**src/rtl/sdram_soc_arbiter_if.sv**
```systemverilog
// Bundle between the SoC requesters, the round-robin arbiter and the SDRAM controller SoC port.
// The master modport is the arbiter's view; the slave modport is the requesters plus controller.
interface sdram_soc_arbiter_if #(
    parameter int NUM_REQ    = 3,
    parameter int ADDR_WIDTH = 23
);
    logic [NUM_REQ-1:0]            req_valid_port;
    logic [NUM_REQ-1:0]            req_we_port;
    logic [NUM_REQ*ADDR_WIDTH-1:0] req_addr_port;
    logic [NUM_REQ*32-1:0]         req_wr_data_port;
    logic [NUM_REQ*4-1:0]          req_wr_mask_port;
    logic [NUM_REQ-1:0]            req_ack_port;
    logic [NUM_REQ-1:0]            req_done_port;
    logic [31:0]                   req_rd_data_port;
    logic [NUM_REQ-1:0]            req_error_port;

    logic                          ctrl_busy_port;
    logic                          ctrl_ready_port;
    logic [ADDR_WIDTH-1:0]         ctrl_addr_port;
    logic [31:0]                   ctrl_wr_data_port;
    logic [3:0]                    ctrl_wr_mask_port;
    logic                          ctrl_wr_en_port;
    logic                          ctrl_rd_en_port;
    logic [31:0]                   ctrl_rd_data_port;

    modport master (
        input  req_valid_port, req_we_port, req_addr_port, req_wr_data_port, req_wr_mask_port,
        output req_ack_port, req_done_port, req_rd_data_port, req_error_port,
        input  ctrl_busy_port, ctrl_ready_port, ctrl_rd_data_port,
        output ctrl_addr_port, ctrl_wr_data_port, ctrl_wr_mask_port, ctrl_wr_en_port, ctrl_rd_en_port
    );

    modport slave (
        output req_valid_port, req_we_port, req_addr_port, req_wr_data_port, req_wr_mask_port,
        input  req_ack_port, req_done_port, req_rd_data_port, req_error_port,
        output ctrl_busy_port, ctrl_ready_port, ctrl_rd_data_port,
        input  ctrl_addr_port, ctrl_wr_data_port, ctrl_wr_mask_port, ctrl_wr_en_port, ctrl_rd_en_port
    );
endinterface

```
**src/rtl/sdram_soc_arbiter.sv**
```systemverilog
// Round-robin arbiter sharing the sdram_controller SoC port among NUM_REQ requesters.
// One command in flight at a time; a watchdog aborts commands the controller never completes.
module sdram_soc_arbiter #(
    parameter int NUM_REQ        = 3,
    parameter int ADDR_WIDTH     = 23,
    parameter int TIMEOUT_CYCLES = 4096
) (
    input  logic                clk,
    input  logic                reset_port,
    sdram_soc_arbiter_if.master bus
);
    localparam int IW = (NUM_REQ > 1) ? $clog2(NUM_REQ) : 1;
    localparam int CW = (TIMEOUT_CYCLES > 2) ? $clog2(TIMEOUT_CYCLES) : 1;
    localparam logic [CW-1:0] CNT_LAST = CW'(TIMEOUT_CYCLES - 1);

    typedef enum logic [1:0] {
        S_IDLE  = 2'd0,
        S_ISSUE = 2'd1,
        S_WAIT  = 2'd2
    } state_t;

    state_t                 state_q,   state_d;
    logic [IW-1:0]          rr_ptr_q,  rr_ptr_d;
    logic [IW-1:0]          gnt_q,     gnt_d;
    logic                   we_q,      we_d;
    logic [ADDR_WIDTH-1:0]  addr_q,    addr_d;
    logic [31:0]            wr_data_q, wr_data_d;
    logic [3:0]             wr_mask_q, wr_mask_d;
    logic [CW-1:0]          cnt_q,     cnt_d;
    logic [NUM_REQ-1:0]     ack_q,     ack_d;
    logic [NUM_REQ-1:0]     done_q,    done_d;
    logic [NUM_REQ-1:0]     err_q,     err_d;
    logic [31:0]            rd_data_q, rd_data_d;
    logic                   wr_en_q,   wr_en_d;
    logic                   rd_en_q,   rd_en_d;
    logic [IW-1:0]          pick_idx;

    // First valid requester at or after ptr, scanning upward with wrap.
    function automatic logic [IW-1:0] pick(input logic [NUM_REQ-1:0] valid,
                                           input logic [IW-1:0]      ptr);
        logic [IW-1:0] r;
        int            pos;
        r = '0;
        for (int k = NUM_REQ - 1; k >= 0; k--) begin
            pos = (int'(ptr) + k) % NUM_REQ;
            if (valid[IW'(pos)]) r = IW'(pos);
        end
        return r;
    endfunction

    function automatic logic [IW-1:0] next_idx(input logic [IW-1:0] i);
        if (int'(i) >= NUM_REQ - 1) return '0;
        return i + 1'b1;
    endfunction

    function automatic logic [NUM_REQ-1:0] onehot(input logic [IW-1:0] i);
        return NUM_REQ'(1) << i;
    endfunction

    always_comb begin
        state_d   = state_q;
        rr_ptr_d  = rr_ptr_q;
        gnt_d     = gnt_q;
        we_d      = we_q;
        addr_d    = addr_q;
        wr_data_d = wr_data_q;
        wr_mask_d = wr_mask_q;
        cnt_d     = cnt_q;
        rd_data_d = rd_data_q;
        ack_d     = '0;
        done_d    = '0;
        err_d     = '0;
        wr_en_d   = 1'b0;
        rd_en_d   = 1'b0;
        pick_idx  = pick(bus.req_valid_port, rr_ptr_q);

        case (state_q)
            S_IDLE: begin
                // Ack and strobe are registered here so they appear together in ISSUE.
                if (!bus.ctrl_busy_port && (|bus.req_valid_port)) begin
                    gnt_d     = pick_idx;
                    we_d      = bus.req_we_port[pick_idx];
                    addr_d    = bus.req_addr_port[int'(pick_idx)*ADDR_WIDTH +: ADDR_WIDTH];
                    wr_data_d = bus.req_wr_data_port[int'(pick_idx)*32 +: 32];
                    wr_mask_d = bus.req_wr_mask_port[int'(pick_idx)*4 +: 4];
                    ack_d     = onehot(pick_idx);
                    wr_en_d   = bus.req_we_port[pick_idx];
                    rd_en_d   = !bus.req_we_port[pick_idx];
                    state_d   = S_ISSUE;
                end
            end
            S_ISSUE: begin
                cnt_d   = '0;
                state_d = S_WAIT;
            end
            S_WAIT: begin
                if (bus.ctrl_ready_port) begin
                    rd_data_d = bus.ctrl_rd_data_port;
                    done_d    = onehot(gnt_q);
                    rr_ptr_d  = next_idx(gnt_q);
                    state_d   = S_IDLE;
                end else if (cnt_q == CNT_LAST) begin
                    err_d     = onehot(gnt_q);
                    rr_ptr_d  = next_idx(gnt_q);
                    state_d   = S_IDLE;
                end else begin
                    cnt_d = cnt_q + 1'b1;
                end
            end
            default: state_d = S_IDLE;
        endcase
    end

    // Every register clears on reset, so an orphaned WAIT is simply forgotten.
    always_ff @(posedge clk) begin
        if (reset_port) begin
            state_q   <= S_IDLE;
            rr_ptr_q  <= '0;
            gnt_q     <= '0;
            we_q      <= 1'b0;
            addr_q    <= '0;
            wr_data_q <= '0;
            wr_mask_q <= '0;
            cnt_q     <= '0;
            ack_q     <= '0;
            done_q    <= '0;
            err_q     <= '0;
            rd_data_q <= '0;
            wr_en_q   <= 1'b0;
            rd_en_q   <= 1'b0;
        end else begin
            state_q   <= state_d;
            rr_ptr_q  <= rr_ptr_d;
            gnt_q     <= gnt_d;
            we_q      <= we_d;
            addr_q    <= addr_d;
            wr_data_q <= wr_data_d;
            wr_mask_q <= wr_mask_d;
            cnt_q     <= cnt_d;
            ack_q     <= ack_d;
            done_q    <= done_d;
            err_q     <= err_d;
            rd_data_q <= rd_data_d;
            wr_en_q   <= wr_en_d;
            rd_en_q   <= rd_en_d;
        end
    end

    assign bus.req_ack_port      = ack_q;
    assign bus.req_done_port     = done_q;
    assign bus.req_error_port    = err_q;
    assign bus.req_rd_data_port  = rd_data_q;
    assign bus.ctrl_addr_port    = addr_q;
    assign bus.ctrl_wr_data_port = wr_data_q;
    assign bus.ctrl_wr_mask_port = wr_mask_q;
    assign bus.ctrl_wr_en_port   = wr_en_q;
    assign bus.ctrl_rd_en_port   = rd_en_q;

    a_one_strobe: assert property (@(posedge clk) disable iff (reset_port) !(wr_en_q && rd_en_q));
    a_one_ack:    assert property (@(posedge clk) disable iff (reset_port) $onehot0(ack_q));
endmodule

```
**src/flat_wrapper.sv**
```systemverilog
// flat-port wrapper written by rule: the top's interface ports become plain ports
module sdram_soc_arbiter_flat 
#(
    parameter int NUM_REQ        = 3,
    parameter int ADDR_WIDTH     = 23,
    parameter int TIMEOUT_CYCLES = 4096
)
  (clk, reset_port, bus_req_valid_port, bus_req_we_port, bus_req_addr_port, bus_req_wr_data_port, bus_req_wr_mask_port, bus_req_ack_port, bus_req_done_port, bus_req_rd_data_port, bus_req_error_port, bus_ctrl_busy_port, bus_ctrl_ready_port, bus_ctrl_rd_data_port, bus_ctrl_addr_port, bus_ctrl_wr_data_port, bus_ctrl_wr_mask_port, bus_ctrl_wr_en_port, bus_ctrl_rd_en_port);
  sdram_soc_arbiter_if #(.NUM_REQ(NUM_REQ), .ADDR_WIDTH(ADDR_WIDTH)) bus_i ();
  input  logic clk;
  input  logic reset_port;
  input wire logic [$bits(bus_i.req_valid_port)-1:0] bus_req_valid_port;
  input wire logic [$bits(bus_i.req_we_port)-1:0] bus_req_we_port;
  input wire logic [$bits(bus_i.req_addr_port)-1:0] bus_req_addr_port;
  input wire logic [$bits(bus_i.req_wr_data_port)-1:0] bus_req_wr_data_port;
  input wire logic [$bits(bus_i.req_wr_mask_port)-1:0] bus_req_wr_mask_port;
  output wire logic [$bits(bus_i.req_ack_port)-1:0] bus_req_ack_port;
  output wire logic [$bits(bus_i.req_done_port)-1:0] bus_req_done_port;
  output wire logic [$bits(bus_i.req_rd_data_port)-1:0] bus_req_rd_data_port;
  output wire logic [$bits(bus_i.req_error_port)-1:0] bus_req_error_port;
  input wire logic [$bits(bus_i.ctrl_busy_port)-1:0] bus_ctrl_busy_port;
  input wire logic [$bits(bus_i.ctrl_ready_port)-1:0] bus_ctrl_ready_port;
  input wire logic [$bits(bus_i.ctrl_rd_data_port)-1:0] bus_ctrl_rd_data_port;
  output wire logic [$bits(bus_i.ctrl_addr_port)-1:0] bus_ctrl_addr_port;
  output wire logic [$bits(bus_i.ctrl_wr_data_port)-1:0] bus_ctrl_wr_data_port;
  output wire logic [$bits(bus_i.ctrl_wr_mask_port)-1:0] bus_ctrl_wr_mask_port;
  output wire logic [$bits(bus_i.ctrl_wr_en_port)-1:0] bus_ctrl_wr_en_port;
  output wire logic [$bits(bus_i.ctrl_rd_en_port)-1:0] bus_ctrl_rd_en_port;
  assign bus_i.req_valid_port = bus_req_valid_port;
  assign bus_i.req_we_port = bus_req_we_port;
  assign bus_i.req_addr_port = bus_req_addr_port;
  assign bus_i.req_wr_data_port = bus_req_wr_data_port;
  assign bus_i.req_wr_mask_port = bus_req_wr_mask_port;
  assign bus_req_ack_port = bus_i.req_ack_port;
  assign bus_req_done_port = bus_i.req_done_port;
  assign bus_req_rd_data_port = bus_i.req_rd_data_port;
  assign bus_req_error_port = bus_i.req_error_port;
  assign bus_i.ctrl_busy_port = bus_ctrl_busy_port;
  assign bus_i.ctrl_ready_port = bus_ctrl_ready_port;
  assign bus_i.ctrl_rd_data_port = bus_ctrl_rd_data_port;
  assign bus_ctrl_addr_port = bus_i.ctrl_addr_port;
  assign bus_ctrl_wr_data_port = bus_i.ctrl_wr_data_port;
  assign bus_ctrl_wr_mask_port = bus_i.ctrl_wr_mask_port;
  assign bus_ctrl_wr_en_port = bus_i.ctrl_wr_en_port;
  assign bus_ctrl_rd_en_port = bus_i.ctrl_rd_en_port;
  sdram_soc_arbiter #(.NUM_REQ(NUM_REQ), .ADDR_WIDTH(ADDR_WIDTH), .TIMEOUT_CYCLES(TIMEOUT_CYCLES)) u_core (.clk(clk), .reset_port(reset_port), .bus(bus_i));
endmodule
```
**config.mk**
```make
export PLATFORM = sky130hd
export DESIGN_NAME = sdram_soc_arbiter_flat
export DESIGN_NICKNAME = d
export VERILOG_FILES = /design/src/rtl/sdram_soc_arbiter_if.sv /design/src/rtl/sdram_soc_arbiter.sv /design/src/flat_wrapper.sv
export SDC_FILE = /design/constraint.sdc
export NUM_CORES = 1
export LEC_CHECK = 0
export CAP_MARGIN = 30
export CORE_AREA = 4 4 122 124
export CTS_CLUSTER_SIZE = 12
export DETAILED_ROUTE_END_ITERATION = 16
export DIE_AREA = 0 0 126 128
export HOLD_SLACK_MARGIN = 0.03
export PLACE_DENSITY = 0.87
export SETUP_SLACK_MARGIN = 0.15
export SLEW_MARGIN = 40
export SYNTH_ARGS = -nofsm -noshare
export SYNTH_HDL_FRONTEND = slang
export SYNTH_SLANG_ARGS = --single-unit
```
**constraint.sdc**
```tcl
create_clock -name clk -period 3.4 [get_ports clk]
set_clock_uncertainty 0.2 [all_clocks]
set_input_delay 0.51 -clock clk [delete_from_list [all_inputs] [get_ports clk]]
set_output_delay 0.51 -clock clk [all_outputs]
set_load 0.01 [all_outputs]
```
# Word-level counts from Yosys, hierarchy flattened
# Index checks and enable logic that the tools add are counted.
[word_totals]
reg_bits = 120
inputBits = 219
output_inout_bits = 102
elab_cells = 90
[classes]
n_addsub = 4
multipliers = 1
div_mod_pow = 3
n_lt_le_gt_ge = 5
n_eq_ne = 7
shifts = 5
n_mux = 32
n_bitwise = 5
n_reduce_logical = 15
[ops]
columns = ["operator", "n"]
rows = [
  ["variable part select 96 x 8 -> 32 bit", 1],
  ["variable part select 69 x 32 -> 23 bit", 1],
  ["remainder unit 32 x 3 -> 32 bit (second input constant)", 2],
  ["remainder unit 3 x 3 -> 32 bit (second input constant)", 1],
  ["two-way mux 12 bit", 2],
  ["one-hot mux 12 bit (2 select lines)", 1],
  ["two-way mux 2 bit", 11],
  ["two-way mux 1 bit", 13],
  ["adder 12 x 1 -> 12 bit (second input constant)", 1],
  ["== test 12 bit (second input constant)", 1],
  ["< comparator 2 x 4 -> 1 bit (second input constant)", 3],
  ["variable part select 12 x 5 -> 4 bit", 1],
  ["OR reduction 3 bit", 3],
  ["binary-select mux 1 bit (select 2 bit)", 4],
  ["AND reduction 2 bit", 4],
  ["multiplier 2 x 5 -> 7 bit (second input constant)", 1],
  ["one-hot mux 2 bit (3 select lines)", 1],
  ["<< shifter 1 x 2 -> 3 bit (first input constant)", 2],
  ["NOT 1 bit", 5],
  ["!= test 2 bit (second input constant)", 2],
  ["nonzero test 2 bit", 2],
  ["OR reduction 4 bit", 1],
  ["adder 2 x 1 -> 3 bit (second input constant)", 1],
  ["adder 2 x 2 -> 3 bit (second input constant)", 1],
  ["11 further kinds", 12],
]

# Depth between registers and ports, before layout
# Gate-level depths: netlist (run 1).
[logic_depth]
ltp_word = 11
ltp_mapped = 11
depth_no_buf = 7

# Worst setup path before layout (run 1)
# Ideal clock, no wire load.
[synth_timing]
path_type = "register -> register"
startpoint = "register u_core.rr_ptr_q[0]"
endpoint = "register u_core.addr_q[16] (netlist: u_core.bus.ctrl_addr_port[16])"
setup_time_ps = 131
arrival_time_ps = 1907
required_time_ps = 3069
path_slack_ps = 1161
path_stages_with_launch = 12
path_buffers = 4
cell_sequence = "dfxtp_1 inv_1 ha_1 buf_4 nor3b_1 nor3_1 or2_1 buf_4 buf_6 buf_6 o2111ai_1 o211ai_1"
[synth_between]
elab_chain_len = 10
elab_cells_between_ends = 19
[synth_rtl]
columns = ["element", "line", "text"]
rows = [
  ["from (decl)", "sdram_soc_arbiter.sv:23", "logic [IW-1:0] rr_ptr_q, rr_ptr_d;"],
  ["from (signal assigned)", "sdram_soc_arbiter.sv:133", "rr_ptr_q <= rr_ptr_d;"],
  ["adder 2 x 2 -> 3 bit", "sdram_soc_arbiter.sv:45", "pos = (int'(ptr) + k) % NUM_REQ;"],
  ["remainder unit 32 x 3 -> 32 bit", "sdram_soc_arbiter.sv:45", ""],
  ["binary-select mux 1 bit (select 2 bit)", "sdram_soc_arbiter.sv:46", "if (valid[IW'(pos)]) r = IW'(pos);"],
  ["two-way mux 1 bit (not written as such) (2 in a row)", "sdram_soc_arbiter.sv:46", ""],
  ["two-way mux 2 bit (2 in a row)", "sdram_soc_arbiter.sv:46", ""],
  ["two-way mux 2 bit (*)", "sdram_soc_arbiter.sv:46", ""],
  ["multiplier 2 x 5 -> 7 bit (*)", "sdram_soc_arbiter.sv:83", "addr_d = bus.req_addr_port[int'(pick_idx)*ADDR_WIDTH +: ADDR_WIDTH];"],
  ["variable part select 69 x 32 -> 23 bit (*)", "sdram_soc_arbiter.sv:83", ""],
  ["to (signal assigned)", "sdram_soc_arbiter.sv:136", "addr_q <= addr_d;"],
  ["to (decl)", "sdram_soc_arbiter.sv:26", "logic [ADDR_WIDTH-1:0] addr_q, addr_d;"],
]
# Mark *: on every way between the ends. The rest lies on a longest branch, timed or not. The select of a mux whose other input is x is not followed.
# A chain may end at the register's enable or synchronous reset.

# Worst setup path after layout (run 1)
[layout_timing]
startpoint = "register u_core.rr_ptr_q[0]"
endpoint = "register u_core.addr_q[15] (netlist: u_core.bus.ctrl_addr_port[15])"
# Same word-level chain as after synthesis.

==> flow_summary.toml, run 1 <==
[status]
status = "complete, no violations"

[final_layout]
final_nets = 1166
drive_gt1_frac = 0.0608
diodes = 0
area_delta_synth_final_pct = 68.5
fin_area_um2 = 9560
final_cells = 1134
fill_cells = 1067

[sta]
setup_viol_count_final = 0
maxSlewHeadroom = 0.536
setup_tns_ns = 0
fin_crit_sh = 0.787
layout_min_cycle_time_ns = 2.67
worst_pin_slew_ns = 0.696
grt_setup_unrepaired = "false"
drv_slew = 0
hold_violations = 0
fmax_ghz = 0.374

[grt]
met3_usage = 0.0775
grt.busiest_layer = "met2"
use_met1 = 0.307
overflow = 0
grt_usage = 0.260
grt_pass1_vias = 6198
antenna_found_initial = 0
grt_max_degree = 59
grt_pass1_wl_um = 33400
grt_use_met2 = 0.437

[clock_tree]
cts_root_buffer = "clkbuf_16"
cts_setup_buffers = 0
cts_hold_buf = 0
cts_made_buffers = 17
cts_tree = "built"
ctsLongestPathBuffers = 2
clk_latency_ns = 0.41
cts_sinks = 120
htree_levels = 4
clkTransAtPathRegs_ns = 0.06
post_cts_resized = 0

[logic_synthesis]
synth_cell_type_count = 57
yosysTopAreaCell = "dfxtp_1"
seq_area_frac_synth = 0.423
ys_ff_latch = 120
syn_nets = 870
post_synth_mux_area_share = 0.103
synthAdderAreaFrac = 0.00882
synthTopCellsByCount = "nand2_1, dfxtp_1, mux2i_1"
synth_top_area_share = 0.423
synth_edf_count = 0
synth_area_um2 = 5670
synth_area_leaders = "dfxtp_1, mux2i_1, nand2_1"
yosysMostFrequentCell = "nand2_1"
synth-compound-area-share = 0.241
synthSimpleGateAreaFrac = 0.156
ys.warnings.count = 0
synth_top_family_by_area = "compound AO/OA/AOI/OAI gates"
syn_area_per_cell_um2 = 8.77
synthXorXnorAreaFrac = 0.00926
synth_async_sr_flop_share = 0
synthFlopType = "dfxtp_1"
synthCells = 647

[critical_path]
crit_arrival_ns = 2.75
required_ns = 3.48
crit_type = "reg2reg"
crit_path_start = "u_core.rr_ptr_q[0]"
end_kind = "flip-flop"
critical_path.reg2reg.startpoint = "u_core.rr_ptr_q[0]"
path_max_fanout = 42
start_kind = "flip-flop"
r2r_setup_slack_ns = 0.73

[floorplan]
die_h_um = 128
die_w_um = 126
rows = 43
initial_core_util = 0.412
fp.dieArea_um2 = 16100
coreArea_um2 = 13800
boundaryPins = 321

[detailed_routing]
drc = 0
totalWireLength_um = 22000
vias = 6266
viasPerCell = 5.53
drtAntennaViolNets = 0
drtIter0Drc = 545
dr.pass1.iters = 5
detail_route.wl_per_cell_um = 19.4

[placement]
port_buffers = 320
place.gp.congestion = 0.849
dpl.cell_count = 1104
dpl-instance-area_um2 = 8960
place_hpwl_um = 15900

[hold_path]
hp-start = "u_core.bus.req_rd_data_port[30]"
hp-class = "reg2reg"

[pwr]
powerDensity_nw_per_um2 = 441
vdd_ir_drop_max_v = 0.000378
p_leak_nw = 3.42

[job]
drv_cap = 0
[worst max-delay path, cell delays in order (launching register included)]
cell	delay, ns
dfxtp_1	0.36
inv_1	0.07
ha_1	0.41
nor3b_1	0.19
nor3_1	0.28
or2_2	0.38
buf_12	0.26
a2bb2oi_1	0.25
o22ai_1	0.11
[per-layer routing]
metal / wire, µm / part of all wire
met3: 1770 / 0.081
met2: 10900 / 0.49
met1: 8540 / 0.39
met5: 0 / 0
met4: 800 / 0.036
[worst paths after layout]
kind                                                         to  cells past startpoint
worst max-delay path              u_core.bus.ctrl_addr_port[15]                      8
worst min register to register  u_core.bus.req_rd_data_port[30]                      2
worst max register to register    u_core.bus.ctrl_addr_port[15]                      8
worst min-delay path            u_core.bus.req_rd_data_port[30]                      2
[area by class of cell]
class | count | area, µm² | share of cell area
clock inverter | 8 | 120 | 0.0126
timing repair buffer | 333 | 3350 | 0.350
tap | 180 | 225 | 0.0236
multi-input combinational | 462 | 2950 | 0.308
sequential | 120 | 2400 | 0.251
clock buffer | 22 | 484 | 0.0506
inverter | 9 | 33.8 | 0.00353
[registers in the layout, indices dropped and copies added, names as in the netlist]
signal	cells
u_core.bus.req_rd_data_port	32
u_core.bus.ctrl_wr_en_port	1
u_core.rr_ptr_q	2
u_core.bus.req_ack_port	3
u_core.bus.req_done_port	3
u_core.state_q	2
u_core.bus.ctrl_rd_en_port	1
u_core.cnt_q	12
u_core.bus.ctrl_wr_data_port	32
u_core.bus.ctrl_wr_mask_port	4
u_core.bus.ctrl_addr_port	23
u_core.gnt_q	2
u_core.bus.req_error_port	3
[layout by cell type (no fill, tap or decap), types with 3 or more instances in the layout]
cell,instances
a21oi_1,43
a2bb2oi_1,56
and2_1,3
and4_1,3
buf_12,4
buf_4,10
bufinv_16,3
clkbuf_16,17
clkbuf_8,4
clkdlybuf4s50_1,319
clkinv_2,3
dfxtp_1,120
ha_1,4
inv_1,8
mux2i_1,57
nand2_1,134
nand3_1,5
nor2_1,21
nor2b_1,5
nor3_1,5
nor4_1,3
o2111ai_1,5
o211ai_1,3
o21a_1,4
o21ai_0,11
o21ai_1,3
o22ai_1,56
or3_1,4
xor2_1,5
[power breakdown]
group	switching, mW	internal (mW)
Clock	0.625	1.22
Combinational	0.347	0.496
Sequential	0.0470	1.48
[per-stage QoR]
stage	worst slack, ns	utilization	hold WS, ns	total power [mW]
floorplan	1.16	-	0.249	1.90
finish	0.725	0.694	0.253	4.21
detailed placement	0.490	0.650	0.246	2.39
CTS	0.746	0.694	0.246	4.23
global route	0.521	0.694	0.256	4.36
global placement	0.576	0.650	0.241	2.38
[cells by family after synthesis]
family	Yosys count
AND/OR/NAND/NOR	199
multiplexers	58
adder cells (fa/ha/maj)	4
buffers and inverters	65
flip-flops	120
XOR/XNOR	6
AO/OA/AOI/OAI	195
(Power assumes the default switching activity.)
==> run 2: changes to the inputs <==
CORE_AREA = 4 4 133 135   (was 4 4 122 124)
DIE_AREA = 0 0 137 139   (was 0 0 126 128)
PLACE_DENSITY = 0.78   (was 0.87)
clock period = 2.29 ns   (was 3.4 ns; I/O delays follow)
==> run 2 against run 1 <==
Non-clock buffer count is 54 higher. Final cell count is 8.5% higher. Final area is 12% higher. Sequential share of layout area is 2.7 points lower. Count of clock-buffer cells in the layout is 1 lower. Register-to-register slack worse by 0.70 ns. Global-route usage is 4.1 points lower. Hold slack worse by 0.19 ns. Via count is 2.2% higher. Flip-flop and latch count stayed put. Power is 53% higher. Setup slack worse by 0.70 ns. Critical path type unchanged. Critical endpoint is now u_core.bus.ctrl_rd_en_port.
==> flow_summary.toml, run 2 (synthesis gave the netlist of run 1 again) <==
[status]
status = "complete, no violations"

[sta]
holdWs_ns = 0.0680
worst_pin_slew_ns = 0.458
fin_crit_sh = 0.987
maxSlewHeadroom = 0.692
drv_slew = 0
hold_violations = 0
grt_setup_unrepaired = "true"
layout_min_cycle_time_ns = 2.26
setup_viol_count_final = 0
fmax_ghz = 0.443

[critical_path]
cp_top_family = "compound AO/OA/AOI/OAI gates"
start_kind = "flip-flop"
path_cells = "inv_2, ha_4, and2b_2, a211oi_4, o22ai_4, buf_12, mux2_4, a221oi_2"
critPathSlowestCell = "dfxtp_4"
required_ns = 2.42
end_kind = "flip-flop"
crit_arrival_ns = 2.39
crit_type = "reg2reg"
path_buf_inv = 2
path_max_fanout = 11
cpPeakStageDelay_ns = 0.36

[grt]
grt_max_degree = 51
grt_pass1_wl_um = 32900
antenna_found_initial = 0
grt_usage = 0.219
grt_pass1_vias = 6298
overflow = 0

[clock_tree]
clkTransAtPathRegs_ns = 0.06
cts_tree = "built"
clk_latency_ns = 0.42
cts_sinks = 120
ctsLongestPathBuffers = 2
cts_root_buffer = "clkbuf_16"
cts_made_buffers = 17
htree_levels = 4

[pwr]
power.total_mw = 6.47
seq_power_share = 0.352
internal_power_mw = 4.83
p_comb_frac = 0.234
powerDensity_nw_per_um2 = 603
vdd_ir_drop_max_v = 0.000509
sw_frac_of_total = 0.253
p_leak_nw = 3.87
p_switching_mw = 1.63
power_frac_clock = 0.414

[floorplan]
die_w_um = 137
coreArea_um2 = 16500
die_h_um = 139
initial_core_util = 0.345
boundaryPins = 321
fp.dieArea_um2 = 19000
rows = 47

[hold_path]
hp-class = "in2reg"

[final_layout]
mostFrequentLayoutCell = "clkdlybuf4s50_1"
final_cell_mix = "clkdlybuf4s50_1, nand2_1, dfxtp_1, o22ai_1, mux2i_1"
drive_gt1_frac = 0.166
diodes = 0
final_nets = 1222
area_delta_synth_final_pct = 89.1

[placement]
place_hpwl_um = 16300
place.gp.congestion = 0.853
port_buffers = 320

[detailed_routing]
dr.pass1.iters = 5
drtAntennaViolNets = 0
totalWireLength_um = 24000
detail_route.wl_per_cell_um = 19.5
drtIter0Drc = 308
viasPerCell = 5.21
drc = 0
vias = 6405

[job]
drv_cap = 0
==> run 2: final cells by class <==
| type | instances | area [µm²] |
|---|---|---|
| repair buffers | 387 | 4090 |
| inverters | 9 | 33.8 |
| multi-input cells | 464 | 3340 |
| clock inverters | 9 | 126 |
| clock buffers | 21 | 450 |
| well taps | 220 | 275 |
| flip-flops and latches | 120 | 2410 |
| fillers | 1335 | 5740 |
==> run 2: layer usage <==
metal  GRT usage  routed length [µm]  up-vias
met4      0.0893                 545        0
met1       0.254                9790     3051
met5           0                   0        -
met3      0.0610                1640       42
met2       0.376               12100      252
li1            -                   -     3060
==> run 2: worst paths after layout <==
path                                                      start                               to  slack [ns]  depth (start not counted)
worst max-delay path                         u_core.rr_ptr_q[1]       u_core.bus.ctrl_rd_en_port        0.03                          8
worst min-delay path                                 reset_port                  u_core.gnt_q[1]        0.07                          2
worst max register to register               u_core.rr_ptr_q[1]       u_core.bus.ctrl_rd_en_port        0.03                          8
worst min register to register  u_core.bus.req_rd_data_port[10]  u_core.bus.req_rd_data_port[10]        0.25                          2
==> run 2: stage by stage <==
step	util	area (µm²)	TNS, ns	setup WS (ns)	std cells
2_1_floorplan	-	5730	0	0.156	647
3_3_place_gp	0.573	9440	-10.19	-0.264	1178
3_5_place_dp	0.573	9440	-12.27	-0.292	1178
4_1_cts	0.612	10100	0	0.0141	1209
5_1_grt	0.652	10700	-0.435	-0.0601	1230
6_report	0.652	10700	0	0.0302	1230
==> run 2: power by group through the flow <==
stage	clock network [mW]	logic, mW	registers, mW
after floorplan	0	0.481	2.35
after global placement	0	1.33	2.31
after detailed placement	0	1.33	2.31
after CTS	2.71	1.35	2.27
after global routing	2.81	1.59	2.29
final	2.68	1.51	2.28
==> run 2: repair_timing <==
item	CTS	global route
hold buffers	0	0
endpoints found under the hold margin	0	0
gates resized for setup	13	67
endpoints found under the setup margin	62	65
cloned	0	13
pin swaps	0	21
buffers inserted	1	8
==> run 2: worst register-to-register path, delay by kind of cell (launching register included) <==
kind	cells	cell delay, ns
and+or+nand+nor	1	0.26
AOI/OAI and AO/OA	3	0.66
buffers and inverters	2	0.24
adders and majority gates	1	0.15
DFF	1	0.36
muxes	1	0.31
==> run 3: changes to the inputs <==
CORE_AREA = 4 4 126 128   (was 4 4 133 135)
DIE_AREA = 0 0 130 132   (was 0 0 137 139)
PLACE_DENSITY = 0.83   (was 0.78)
clock period = 2.1 ns   (was 2.29 ns; I/O delays follow)
==> run 3 against run 2 <==
Sequential power grew 8.8%. Clock power grew 17%. Critical path depth rose by 3. Final cell count decreased by 1.3%. Flip-flop and latch count unchanged. Critical endpoint is now u_core.bus.ctrl_addr_port[17]. Global-route usage rose by 5.3 points. The flow now finishes with violations (negative setup slack). First-iteration DRC count increased by 59%. Core utilization grew 8.8 points. Highest routed layer unchanged. Count of clock-buffer cells in the layout did not move.
==> flow_summary.toml, run 3 (synthesis gave the netlist of run 1 again) <==
[status]
status = "finished, violations left"
violations = "negative setup slack"

[clock_tree]
cts_made_buffers = 17
cts_root_buffer = "clkbuf_16"
clkTransAtPathRegs_ns = 0.05
ctsLongestPathBuffers = 2
htree_levels = 4
cts_tree = "built"
clk_latency_ns = 0.41
cts_sinks = 120

[floorplan]
die_h_um = 132
fp.dieArea_um2 = 17200
rows = 45
initial_core_util = 0.382
coreArea_um2 = 14900
boundaryPins = 321
die_w_um = 130

[critical_path]
cpPeakStageDelay_ns = 0.37
path_max_fanout = 6
path_cells = "inv_2, ha_4, buf_6, mux2i_2, a31oi_2, o22ai_4, buf_6, buf_16, buf_8, o21a_1, o211ai_1"
end_kind = "flip-flop"
critPathSlowestCell = "dfxtp_4"
cp_top_family = "compound AO/OA/AOI/OAI gates"
cp_common_cell = "buf_6"
crit_path_start = "u_core.rr_ptr_q[1]"
start_kind = "flip-flop"
path_buf_inv = 5
crit_arrival_ns = 2.45
critical_path.reg2reg.startpoint = "u_core.rr_ptr_q[1]"
ff2ff_path_depth = 11
crit_type = "reg2reg"
required_ns = 2.21
r2r_setup_slack_ns = -0.24
critical_path_depth = 11
r2r_end = "u_core.bus.ctrl_addr_port[17]"
crit_end = "u_core.bus.ctrl_addr_port[17]"

[final_layout]
drive_gt1_frac = 0.179
mostFrequentLayoutCell = "clkdlybuf4s50_1"
final_nets = 1236
area_delta_synth_final_pct = 93.6
fin_area_um2 = 11000
post-route-util = 0.739
final_cells = 1214
final_cell_mix = "clkdlybuf4s50_1, nand2_1, dfxtp_1, o22ai_1, a2bb2oi_1"

[sta]
worst_pin_slew_ns = 0.400
hold_violations = 0
holdWs_ns = 0.251
grt_setup_unrepaired = "true"
setup_tns_ns = -8.79
worst_slack_ns = -0.240
setup_viol_count_final = 61
drv_slew = 0
layout_min_cycle_time_ns = 2.34
fin_crit_sh = 1.11
fmax_ghz = 0.427
maxSlewHeadroom = 0.730

[placement]
port_buffers = 320
place_hpwl_um = 16000
place.gp.congestion = 0.829
dpl-instance-area_um2 = 9390
place_ws_ns = -0.354
dpl.cell_count = 1154

[grt]
grt_pass1_vias = 6737
grt_usage = 0.272
grt_max_degree = 70
overflow = 0
antenna_found_initial = 2
grt_pass1_wl_um = 36600

[detailed_routing]
viasPerCell = 5.52
drtIter0Drc = 491
drtAntennaViolNets = 0
drc = 0
vias = 6706
dr.pass1.iters = 7
totalWireLength_um = 25600
detail_route.wl_per_cell_um = 21.1

[hold_path]
hp-start = "u_core.bus.req_rd_data_port[27]"
hp-class = "reg2reg"

[pwr]
power.total_mw = 7.36
vdd_ir_drop_max_v = 0.000645
powerDensity_nw_per_um2 = 670
p_leak_nw = 4.01

[job]
drv_cap = 0
run 3: changes by cell type in the layout (fill, tap and decap cells not counted), moves of 7 or more:
cell and change:
mux2i_1 -15, a2bb2oi_2 -22, buf_6 +8, mux2i_4 +8, buf_16 +8, buf_8 +7, buf_12 -7, a2bb2oi_1 +22
mux2i_2 +7
run 3: how the worst min path moves through the flow:
stage,slack (ns),to,cells past startpoint
6_report,0.25,u_core.bus.req_rd_data_port[27],2
5_1_grt,0.25,u_core.bus.req_rd_data_port[9],3
4_1_cts,0.23,u_core.bus.req_rd_data_port[24],3
3_5_place_dp,0.25,u_core.bus.req_rd_data_port[27],2
3_3_place_gp,0.24,u_core.bus.req_rd_data_port[12],2
2_1_floorplan,0.21,u_core.bus.ctrl_rd_en_port,1
run 3: timing repair:
action | 4_1_cts | 5_1_grt
endpoints found under the hold margin | 2 | 0
pin swaps | 14 | 27
cloned | 7 | 5
gates resized for setup | 66 | 49
endpoints found under the setup margin | 64 | 74
buffers inserted | 10 | 5
hold buffers | 1 | 0
run 3: metal layers:
layer / wire (µm) / global-route usage
met5: 0 / 0
met4: 1200 / 0.128
met3: 2400 / 0.0790
met2: 13000 / 0.469
met1: 9080 / 0.305
run 3: layout make-up:
class	count	area [µm²]
timing repair buffer	403	4310
fill	966	3880
multi-input combinational	462	3360
sequential	120	2410
clock buffer	21	450
tap	188	235
clock inverter	9	174
inverter	9	36.3
antenna	2	5.00
run 3: power breakdown:
part | internal [mW] | switching (mW)
registers | 2.40 | 0.0774
clock network | 2.12 | 1.02
logic | 1.05 | 0.698
total | 5.56 | 1.80
run 3: worst min-delay path: stages (launching register included):
cell and delay (ns):
dfxtp_1 0.30, nand2_1 0.05, a21oi_1 0.05
==> patch (config.mk and constraints of run 3) <==
`TIMEOUT_CYCLES` is set to 4096 in 2 places; all go to 8192.
--- a/src/rtl/sdram_soc_arbiter.sv
+++ b/src/rtl/sdram_soc_arbiter.sv
@@ -4,5 +4,5 @@
     parameter int NUM_REQ        = 3,
     parameter int ADDR_WIDTH     = 23,
-    parameter int TIMEOUT_CYCLES = 4096
+    parameter int TIMEOUT_CYCLES = 8192
 ) (
     input  logic                clk,
--- a/src/flat_wrapper.sv
+++ b/src/flat_wrapper.sv
@@ -4,5 +4,5 @@
     parameter int NUM_REQ        = 3,
     parameter int ADDR_WIDTH     = 23,
-    parameter int TIMEOUT_CYCLES = 4096
+    parameter int TIMEOUT_CYCLES = 8192
 )
   (clk, reset_port, bus_req_valid_port, bus_req_we_port, bus_req_addr_port, bus_req_wr_data_port, bus_req_wr_mask_port, bus_req_ack_port, bus_req_done_port, bus_req_rd_data_port, bus_req_error_port, bus_ctrl_busy_port, bus_ctrl_ready_port, bus_ctrl_rd_data_port, bus_ctrl_addr_port, bus_ctrl_wr_data_port, bus_ctrl_wr_mask_port, bus_ctrl_wr_en_port, bus_ctrl_rd_en_port);
Formal check against the unedited RTL: same outputs for any inputs over 4 cycles, from zero or initial values and one cycle with reset_port high; that may be too few to reach the edited logic, so the function may still have changed.
==> patch against run 3 <==
The run still ends with setup timing left; wire length fell by 2.6%; worst setup slack gained 0.032 ns; count of clock-buffer cells in the layout fell by 4; cell area increased by 2.5%; synthesized area down 0.84%; die area stayed put; power shrank 2.0%; sequential cell count is 1 higher; synthesized cell count increased by 0.15%; critical endpoint is now u_core.bus.ctrl_addr_port[14]; largest cell class unchanged.
==> patch: results (changes against run 3) <==
Detailed routing
  – Pre-antenna DRT Iters: 5 (-2)
  – Vias per cell: 5.42 (-1.9%)
  – Iter 0 DRT Violations: 311 (-37%)
  – Met3 WL: 1.99 mm (-17%)
  – Top layer in use: met4
  – WL per Instance: 20.3 um (-4.1%)
  – Metal2 WL: 12.9 mm (-0.54%)
  – Wl on met1: 9.36 mm (+3.1%)

Synthesis
  – Post-synth top cells: nand2_1 (136), dfxtp_1 (121), a2bb2oi_1 (59), mux2i_1 (59), o22ai_1 (59)
  – Mux contribution to synthesized area: 10.7% (+0.44 points)
  – Compound-Gate Fraction of Synth Area: 22.1% (-2.0 points)
  – Area contributors post-synth: dfxtp_1 (43%), mux2i_1 (10%), a2bb2oi_1 (9.2%), nand2_1 (9.1%), o22ai_1 (6.6%)
  – Ys Warns: 0 (unchanged)
  – Post-synth net total: 871 (+0.11%)
  – Fraction of registers with async set/reset: 0% (unchanged)
  – Main synth FF type: dfxtp_1
  – Xor/xnor cell area share of the yosys netlist: 0.934% (+0.0078 points)
  – Post-synthesis adder-cell area fraction: 0.889% (+0.0075 points)
  – Gate count after technology mapping: 648 (+0.15%)
  – Post-synth cell types: 50 (-12%)
  – Seq/Total Area, Yosys: 43.1% (+0.71 points)

Clock tree
  – CTS Hold Bufs: 1 (unchanged)
  – Max Buffers Root-to-Sink: 2 (unchanged)
  – Cts repair resizes: 24 (-64%)
  – Worst skew pair latency: 0.42 ns
  – Clk root buf: clkbuf_16
  – Max H-tree Level: 4 (unchanged)
  – Post-CTS Setup Bufs: 8 (-2)
  – Cts bufs inserted: 17 (unchanged)
  – Clock transition at path regs: 0.06 ns

Power and ir drop
  – Static leakage: 4.13 nW (+3.2%)
  – Peak supply drop: 568 uV (-12%)

STA
  – Setup TNS: -7.14 ns (+1.65 ns)
  – PnR worst setup slack: -0.209 ns (+0.0316 ns)
  – Least-Margin Pin Slew: 0.467 ns (+0.0669 ns)
  – Finish-stage setup viols: 61 (unchanged)

Status
  – Status: finished with violations
  – Failing checks: setup timing

Hold path
  – Hold Crit Class: primary input to register

Global route
  – First-pass GRT wire length: 32.1 mm (-12%)
  – Met3 usage: 7.37% (-0.53 points)
  – Number of antenna violations at the first check in global routing: 2 (unchanged)
  – Overall routing resource usage: 23.8% (-3.4 points)
  – Routing usage on met1: 26.8% (-3.7 points)
  – Met2 usage: 41.6% (-5.3 points)
  – Pin count of the biggest net entering global routing: 41 (-41%)
  – Vias in the first global route: 6333 (-6.0%)

Placed design
  – Dpl hpwl: 15.8 mm (-1.1%)
  – Worst slack, placed: -0.416 ns (-0.0616 ns)
  – Placer Congestion: 0.828 (-0.16%)
  – Placed cell area: 0.00936 mm2 (-0.35%)

Worst setup path
  – CP delay by family, top: simple AND/OR/NAND/NOR gates
  – Data arrival time of the critical path: 2.42 ns (-0.03 ns)
  – CP Max Fanout: 7 (+1)

Final layout
  – Fill count: 970 (+0.41%)
  – Nets: 1252 (+1.3%)
  – P&R area growth vs syn: 100%
  – Layout cell share with drive strength beyond 1: 22.0% (+4.1 points)
  – Finished Layout Cells: 1232 (+1.5%)
[patch: area by class of cell]
cell class,count,area share [%]
repair buffers,416,39.8
clock inverters,15,1.26
inverters,4,0.178
diodes,2,0.0445
clock buffers,17,3.78
well taps,188,2.09
multi-input cells,469,31.2
flip-flops and latches,121,21.7
[patch: final timing paths]
| kind | startpoint | to | slack [ns] | depth (start not counted) |
|---|---|---|---|---|
| hold reg to reg | u_core.bus.req_rd_data_port[23] | u_core.bus.req_rd_data_port[23] | 0.25 | 2 |
| setup / recovery | u_core.rr_ptr_q[0] | u_core.bus.ctrl_addr_port[14] | -0.21 | 9 |
| hold / removal | bus_ctrl_rd_data_port[30] | u_core.bus.req_rd_data_port[30] | 0.23 | 3 |
| setup reg to reg | u_core.rr_ptr_q[0] | u_core.bus.ctrl_addr_port[14] | -0.21 | 9 |
[patch: power breakdown]
group,total [mW],switching (mW),internal (mW)
sequential,2.52,0.0934,2.42
combinational,1.88,0.735,1.15
clock,2.81,1.17,1.65
total,7.21,1.99,5.22
